`config.mk`:
```
export PLATFORM = sky130hd
export DESIGN_NAME = fetch_decode
export DESIGN_NICKNAME = d
export VERILOG_FILES = /design/src/rtl/fetch_decode_pkg.sv /design/src/rtl/fetch_decode_instr_decoder.sv /design/src/rtl/fetch_decode.sv
export SDC_FILE = /design/constraint.sdc
export NUM_CORES = 1
export LEC_CHECK = 0
export CAP_MARGIN = 30
export CELL_PAD_IN_SITES_DETAIL_PLACEMENT = 1
export CELL_PAD_IN_SITES_GLOBAL_PLACEMENT = 1
export CORE_MARGIN = 4
export CORE_UTILIZATION = 38
export CTS_CLUSTER_SIZE = 40
export DETAILED_ROUTE_END_ITERATION = 10
export GPL_TIMING_DRIVEN = 0
export PLACE_DENSITY = 0.9
export SYNTH_ARGS = -nofsm -noshare
export SYNTH_HDL_FRONTEND = slang
export SYNTH_HIERARCHICAL = 1
export SYNTH_SLANG_ARGS = --single-unit
```
`constraint.sdc`:
```
create_clock -name clk -period 4.7 [get_ports clk]
set_clock_uncertainty 0.15 [all_clocks]
set_input_delay 0.94 -clock clk [delete_from_list [all_inputs] [get_ports clk]]
set_output_delay 0.94 -clock clk [all_outputs]
set_load 0.1 [all_outputs]
```
`src/rtl/fetch_decode_pkg.sv`:
```
// fetch_decode_pkg: opcode constants, class codes and the decoded-instruction
// record shared by the fetch/decode front end and its instruction decoder.
package fetch_decode_pkg;

  localparam logic [4:0] OP_ADD  = 5'b00000;
  localparam logic [4:0] OP_HALT = 5'b01110;

  // Class-type instructions carry their class in instr[8:6].
  localparam logic [2:0] CLS_ADDI = 3'b100;
  localparam logic [2:0] CLS_BNE  = 3'b101;
  localparam logic [2:0] CLS_BEZ  = 3'b110;
  localparam logic [2:0] CLS_MV   = 3'b111;

  typedef struct packed {
    logic [4:0] op;
    logic [3:0] rsel;
    logic [7:0] imm;
    logic       is_bne;
    logic       is_bez;
    logic       is_mv;
    logic       illegal;
  } dec_instr_t;

  // R-type opcodes execute understands, HALT included.
  function automatic logic r_op_known(input logic [4:0] op);
    case (op)
      5'b00000, 5'b00001, 5'b00010, 5'b00011, 5'b00111,
      5'b01000, 5'b01001, 5'b01010, 5'b01011, 5'b01100,
      5'b01111, OP_HALT: return 1'b1;
      default:           return 1'b0;
    endcase
  endfunction

endpackage

```
`src/rtl/fetch_decode_instr_decoder.sv`:
```
// instr_decoder: purely combinational 9-bit instruction -> dec_instr_t.
// Ports:
//   instr_i  9-bit instruction word
//   dec_o    decoded op, register select, sign-extended imm and flags
module instr_decoder
  import fetch_decode_pkg::*;
(
  input  logic [8:0] instr_i,
  output dec_instr_t dec_o
);

  always_comb begin
    dec_o = '0;
    if (!instr_i[8]) begin
      // R-type: unknown opcodes collapse to an ADD r0 so they retire as a NOP.
      if (r_op_known(instr_i[8:4])) begin
        dec_o.op   = instr_i[8:4];
        dec_o.rsel = instr_i[3:0];
      end else begin
        dec_o.op      = OP_ADD;
        dec_o.illegal = 1'b1;
      end
    end else begin
      dec_o.op  = {instr_i[8:6], 2'b00};
      dec_o.imm = {{2{instr_i[5]}}, instr_i[5:0]};
      case (instr_i[8:6])
        CLS_BNE: dec_o.is_bne = 1'b1;
        CLS_BEZ: dec_o.is_bez = 1'b1;
        CLS_MV: begin
          // MV reuses the immediate field as dst/src register numbers.
          dec_o.is_mv = 1'b1;
          dec_o.rsel  = {1'b0, instr_i[5:3]};
          dec_o.imm   = {5'b0, instr_i[2:0]};
        end
        default: ;
      endcase
    end
  end

endmodule

```
`src/rtl/fetch_decode.sv`:
```
// fetch_decode: front end ahead of execute. Owns the PC, drives a
// synchronous-read instruction memory, registers and decodes the returned
// instruction, and handles stall, redirect (squash) and HALT.
// Ports:
//   clk, reset                     clock, synchronous active-high reset
//   imem_addr / imem_data          fetch address out, instruction back a cycle later
//   stall                          execute busy: hold everything
//   redirect_valid / redirect_pc   taken branch; squashes in-flight fetches
//   dec_*                          decoded instruction presented to execute
//   halted                         HALT decoded, fetch stopped until reset
//   dec_count                      wrapping count of presented instructions
module fetch_decode
  import fetch_decode_pkg::*;
#(
  parameter int          PC_W     = 10,
  parameter int          INSTR_W  = 9,
  parameter int unsigned START_PC = 0
) (
  input  logic               clk,
  input  logic               reset,
  output logic [PC_W-1:0]    imem_addr,
  input  logic [INSTR_W-1:0] imem_data,
  input  logic               stall,
  input  logic               redirect_valid,
  input  logic [PC_W-1:0]    redirect_pc,
  output logic               dec_valid,
  output logic [PC_W-1:0]    dec_pc,
  output logic [4:0]         dec_alu_op,
  output logic [3:0]         dec_reg,
  output logic [7:0]         dec_imm,
  output logic               dec_is_bne,
  output logic               dec_is_bez,
  output logic               dec_is_mv,
  output logic               dec_illegal,
  output logic               halted,
  output logic [15:0]        dec_count
);

  localparam logic [PC_W-1:0] PC_RST = PC_W'(START_PC);

  logic [PC_W-1:0] pc_q, pc_d, fetch_pc_q, fetch_pc_d, dec_pc_q, dec_pc_d;
  logic            fetch_valid_q, fetch_valid_d, dec_valid_q, dec_valid_d;
  logic            halted_q, halted_d;
  logic [15:0]     dec_count_q, dec_count_d;
  dec_instr_t      dec_q, dec_d, dec_w;
  logic            is_halt_w;

  instr_decoder u_dec (
    .instr_i (imem_data),
    .dec_o   (dec_w)
  );

  // Illegal ops are rewritten to ADD, so op==HALT can only come from HALT.
  assign is_halt_w = (dec_w.op == OP_HALT);

  // During a stall re-issue the in-flight address so imem_data stays put.
  assign imem_addr = (stall && !redirect_valid) ? fetch_pc_q : pc_q;

  always_comb begin
    pc_d          = pc_q;
    fetch_pc_d    = fetch_pc_q;
    fetch_valid_d = fetch_valid_q;
    dec_valid_d   = dec_valid_q;
    dec_pc_d      = dec_pc_q;
    dec_d         = dec_q;
    halted_d      = halted_q;
    dec_count_d   = dec_count_q;
    if (redirect_valid && !halted_q) begin
      pc_d          = redirect_pc;
      fetch_valid_d = 1'b0;
      dec_valid_d   = 1'b0;
    end else if (halted_q) begin
      fetch_valid_d = 1'b0;
      dec_valid_d   = 1'b0;
    end else if (!stall) begin
      pc_d          = pc_q + PC_W'(1);
      fetch_pc_d    = pc_q;
      fetch_valid_d = 1'b1;
      dec_valid_d   = fetch_valid_q;
      dec_pc_d      = fetch_pc_q;
      dec_d         = dec_w;
      if (fetch_valid_q) begin
        dec_count_d = dec_count_q + 16'd1;
        if (is_halt_w) halted_d = 1'b1;
      end
    end
  end

  always_ff @(posedge clk) begin
    if (reset) begin
      pc_q          <= PC_RST;
      fetch_pc_q    <= PC_RST;
      fetch_valid_q <= 1'b0;
      dec_valid_q   <= 1'b0;
      dec_pc_q      <= '0;
      dec_q         <= '0;
      halted_q      <= 1'b0;
      dec_count_q   <= '0;
    end else begin
      pc_q          <= pc_d;
      fetch_pc_q    <= fetch_pc_d;
      fetch_valid_q <= fetch_valid_d;
      dec_valid_q   <= dec_valid_d;
      dec_pc_q      <= dec_pc_d;
      dec_q         <= dec_d;
      halted_q      <= halted_d;
      dec_count_q   <= dec_count_d;
    end
  end

  assign dec_valid   = dec_valid_q;
  assign dec_pc      = dec_pc_q;
  assign dec_alu_op  = dec_q.op;
  assign dec_reg     = dec_q.rsel;
  assign dec_imm     = dec_q.imm;
  assign dec_is_bne  = dec_q.is_bne;
  assign dec_is_bez  = dec_q.is_bez;
  assign dec_is_mv   = dec_q.is_mv;
  assign dec_illegal = dec_q.illegal;
  assign halted      = halted_q;
  assign dec_count   = dec_count_q;

endmodule

```
==> run summary <==
The proportion of register bits with asynchronous set or reset after synthesis was 0. The post-detailed-routing wire length is 11.2 mm, and the largest net degree at the start of global routing is 13. Worst vdd rail ir drop: 0.168 mV. The first detailed-routing pass ran for 4 iterations. Utilization of the core after routing: 0.533.

Clock-pin slew on the worst setup and hold paths: 0.08 ns. Walking the worst path, the cells encountered are clkdlybuf4s50_1, buf_2, nor2b_1, clkbuf_1, nand2_1, nand2_1, clkdlybuf4s15_1. Averaged over all synthesized cells, the footprint is 7.65 µm². For the global-route usage over all layers, the log shows 0.230.

The worst setup path is captured at an output pin. TritonCTS built the clock tree. The worst register-to-register path ends at fetch_pc_q[0]$_SDFFE_PP0P_. Counting flops and latches in the post-synthesis netlist gives 70. The run finished with clean final reports. In this design, the stage delay of the slowest critical-path cell is 0.82 ns.

The vertical die dimension is 101 µm. In this run the remaining antenna-violating nets after routing total 0. Share of the clock period used by the worst path: 0.972. The root buffer cell chosen for the clock tree is clkbuf_8. The via count of the first global-routing pass was 3645. The biggest area contributor in the post-synthesis netlist is dfxtp_1. Summed over all nets, the half-perimeter wirelength after detailed placement is 7.89 mm. After floorplanning, the core was divided into 33 placement rows.

The total power consumption of the routed design is 0.00148 W. The fraction of final layout cells with drive strength greater than 1 was 0.0852. The detailed-route vias per instance came out at 5.40.

The remaining global-route overflow came out at 0. For the count of unique library cells instantiated by Yosys, the log shows 51. The max-slew headroom at the worst pin is 0.332. The first global-routing pass estimated 18.6 mm of wire. For the final count of hold timing violations, the log shows 0.

The startpoint identified for the worst register-to-register timing path is halted$_SDFFE_PP0N_. Subtracting the final worst setup slack from the clock period gives 4.57 ns. The logic depth of the worst register-to-register path is 6.

The static leakage was 1.68 nW. The run gives 149 as the number of DRC markers after the initial detailed-route iteration. The tools report the worst path setup slack after routing as 0.132 ns. In the post-synthesis netlist, the biggest area contributors are dfxtp_1, nand2_1, a21oi_1.

Summing all flip-flop and latch instances after layout gives 1400 µm². The logs give 0 for the number of antenna violations at the first check in global routing and 2 for the worst-case clock buffer depth. At the end of the flow, the number of nets in the layout was 548. For the total CTS buffers, the log shows 9. The tools report the footprint of the multi-input gates as 1730 µm².

The worst setup path is launched from an input pin. The register with the most flip-flops in the layout has 16 of them. The clock reaches the later pin of the worst-skew pair after 0.36 ns. For this block, the via count after detailed routing is 3419.

The filler cells instantiated in the layout total 1035. The tools report the critical path data arrival time as 3.48 ns. Most numerous cell in the Yosys netlist: nand2_1. The I/O pin count came out at 82. The number of flops mapped to enable cells by yosys works out to 0. Along the worst path, the maximum fanout reaches 10.

The clock tree synthesis step divided the H-tree into 3 levels. The chip width came out at 101 µm. In this run the worst hold path is classified as reg -> reg. For the pin with the worst max-slew slack, the measured transition is 1.00 ns.

The sequential element share of the synthesized area is 0.424, and the number of port buffers is 79. The gate count after technology mapping was 432. For the post-synthesis instance area, the log shows 3310 µm². Setup slack on the worst reg-to-reg path comes out at 2.26 ns. Timing analysis after detailed placement gives a worst setup slack of -0.201 ns. Setup violations remaining at the end of the flow were counted as 0. The prevailing post-synth register cell was dfxtp_1. By startpoint and endpoint, the worst setup path is classified as in -> out. Effective utilization at floorplan: 0.396. The number of antenna diodes in the final layout is 0. The total power per unit cell area is 332 nW/µm². Synthesis produced a netlist with a net count of 457.

The area share of the largest cell type after synthesis is 0.424, and the routability congestion estimate from global placement is 0.865. Derived from the worst setup path, the maximum achievable clock frequency is 219 MHz. The total die area came out at 10300 µm². In this run the worst setup path terminates at imem_addr[4].

Data on the critical path is required at its endpoint by 3.61 ns. Setup repair after global routing left no endpoint under its margin. The cell with the largest stage delay on the worst path is clkdlybuf4s15_1.

The tools report the final-report max-slew violation count as 0. The critical path starts at stall. The per-cell routed wire length came out at 17.7 µm. The Yosys step of the flow raised 6 warnings. After detailed routing, the number of remaining DRC violations is 0. Clock sink count: 70.

The library cell appearing most often on the critical path is nand2_1. By count the netlist is led by nand2_1, dfxtp_1, a21oi_1, nor2_1, clkbuf_1. Compared with the post-synthesis result, the final layout area differs by 34.5%.

In this run the standard cell core region covers 8340 µm². Reported max-cap violation count: 0.
==> power by group <==
| part | switching [W] | total (W) | internal (W) |
|---|---|---|---|
| clock | 0.000247 | 0.000615 | 0.000368 |
| sequential | 0.0000175 | 0.000625 | 0.000608 |
| combinational | 0.000171 | 0.000237 | 0.0000656 |
| total | 0.000436 | 0.00148 | 0.00104 |
==> layout by cell type, fill, tap and decap left out, types with 2 or more instances in the layout <==
master and n:
mux2_1 2, o2bb2ai_1 3, a21oi_1 51, nand2_1 119, buf_6 3, clkbuf_8 10, nand4_1 6, nor4_1 2
a31oi_1 2, and2_1 5, clkbuf_2 7, dlygate4sd2_1 2, or3_1 2, clkdlybuf4s50_1 69, o21ai_0 11, buf_2 5
nand3_1 15, clkbuf_1 20, nor3_1 8, a31o_2 2, and4_1 4, nor2_1 28, xor2_1 6, buf_4 4
ha_1 2, bufinv_16 3, nor2b_1 6, and3_1 9, nor4_4 2, a21boi_0 2, nand2b_1 9, xnor2_1 4
dfxtp_1 70, a221oi_1 2, buf_1 2, inv_1 5, mux2i_1 3, a2bb2oi_1 2
==> through the flow <==
step / cell area, µm² / setup TNS (ns) / std cells / hold WS [ns]
finish: 4450 / 0 / 633 / 0.310
global route: 4450 / 0 / 633 / 0.334
CTS: 4470 / 0 / 633 / 0.313
detailed placement: 4240 / -1.46 / 617 / 0.302
global placement: 4230 / -1.01 / 616 / 0.297
floorplan: 3310 / 0 / 432 / 0.295
==> critical path, delay by kind of cell <==
kind,cells,cell delay [ns]
and+or+nand+nor,3,0.56
buffers and inverters,4,1.97
==> cell type report <==
| cell class | instances | share of cell area |
|---|---|---|
| sequential | 70 | 0.315 |
| tap | 105 | 0.0296 |
| timing repair buffer | 80 | 0.171 |
| clock inverter | 5 | 0.0239 |
| multi-input combinational | 325 | 0.388 |
| clock buffer | 11 | 0.0318 |
| buffer | 32 | 0.0360 |
| inverter | 5 | 0.00422 |
==> layer usage <==
layer  share of wire  GRT usage  up-vias  routed length [µm]
met5               0          0        -                   0
met4           0.029      0.104        0                 320
met1            0.42      0.278     1650                4670
li1                -          -     1635                   -
met3           0.051     0.0365       28                 568
met2            0.50      0.398      106                5620
==> timing repair <==
action,in CTS,in global routing
hold buffers,0,0
endpoints found under the setup margin,10,8
setup buffers,0,0
pin swaps,0,0
cloned,0,0
resized for setup,10,15
==> how the worst min path moves through the flow <==
stage / startpoint / endpoint / slack, ns / cells past startpoint
2_1_floorplan: fetch_pc_q[0]$_SDFFE_PP0P_ / dec_pc[0]$_SDFFE_PP0P_ / 0.30 / 2
3_3_place_gp: dec_pc[9]$_SDFFE_PP0P_ / dec_pc[9]$_SDFFE_PP0P_ / 0.30 / 2
3_5_place_dp: dec_pc[3]$_SDFFE_PP0P_ / dec_pc[3]$_SDFFE_PP0P_ / 0.30 / 2
4_1_cts: dec_pc[3]$_SDFFE_PP0P_ / dec_pc[3]$_SDFFE_PP0P_ / 0.31 / 2
5_1_grt: dec_pc[9]$_SDFFE_PP0P_ / dec_pc[9]$_SDFFE_PP0P_ / 0.33 / 2
6_report: dec_pc[3]$_SDFFE_PP0P_ / dec_pc[3]$_SDFFE_PP0P_ / 0.31 / 2
==> kinds of logic (layout without fill, tap and decap cells) <==
kind of cell,count (synthesis),count (layout),share of synthesized area
buffers and inverters,37,133,0.0541
adder cells (fa/ha/maj),2,2,0.00757
flip-flops,70,70,0.424
AO/OA/AOI/OAI,85,85,0.151
XOR/XNOR,10,10,0.0265
AND/OR/NAND/NOR,222,222,0.317
multiplexers,6,6,0.0193
Power figures use the tool's default switching activity.
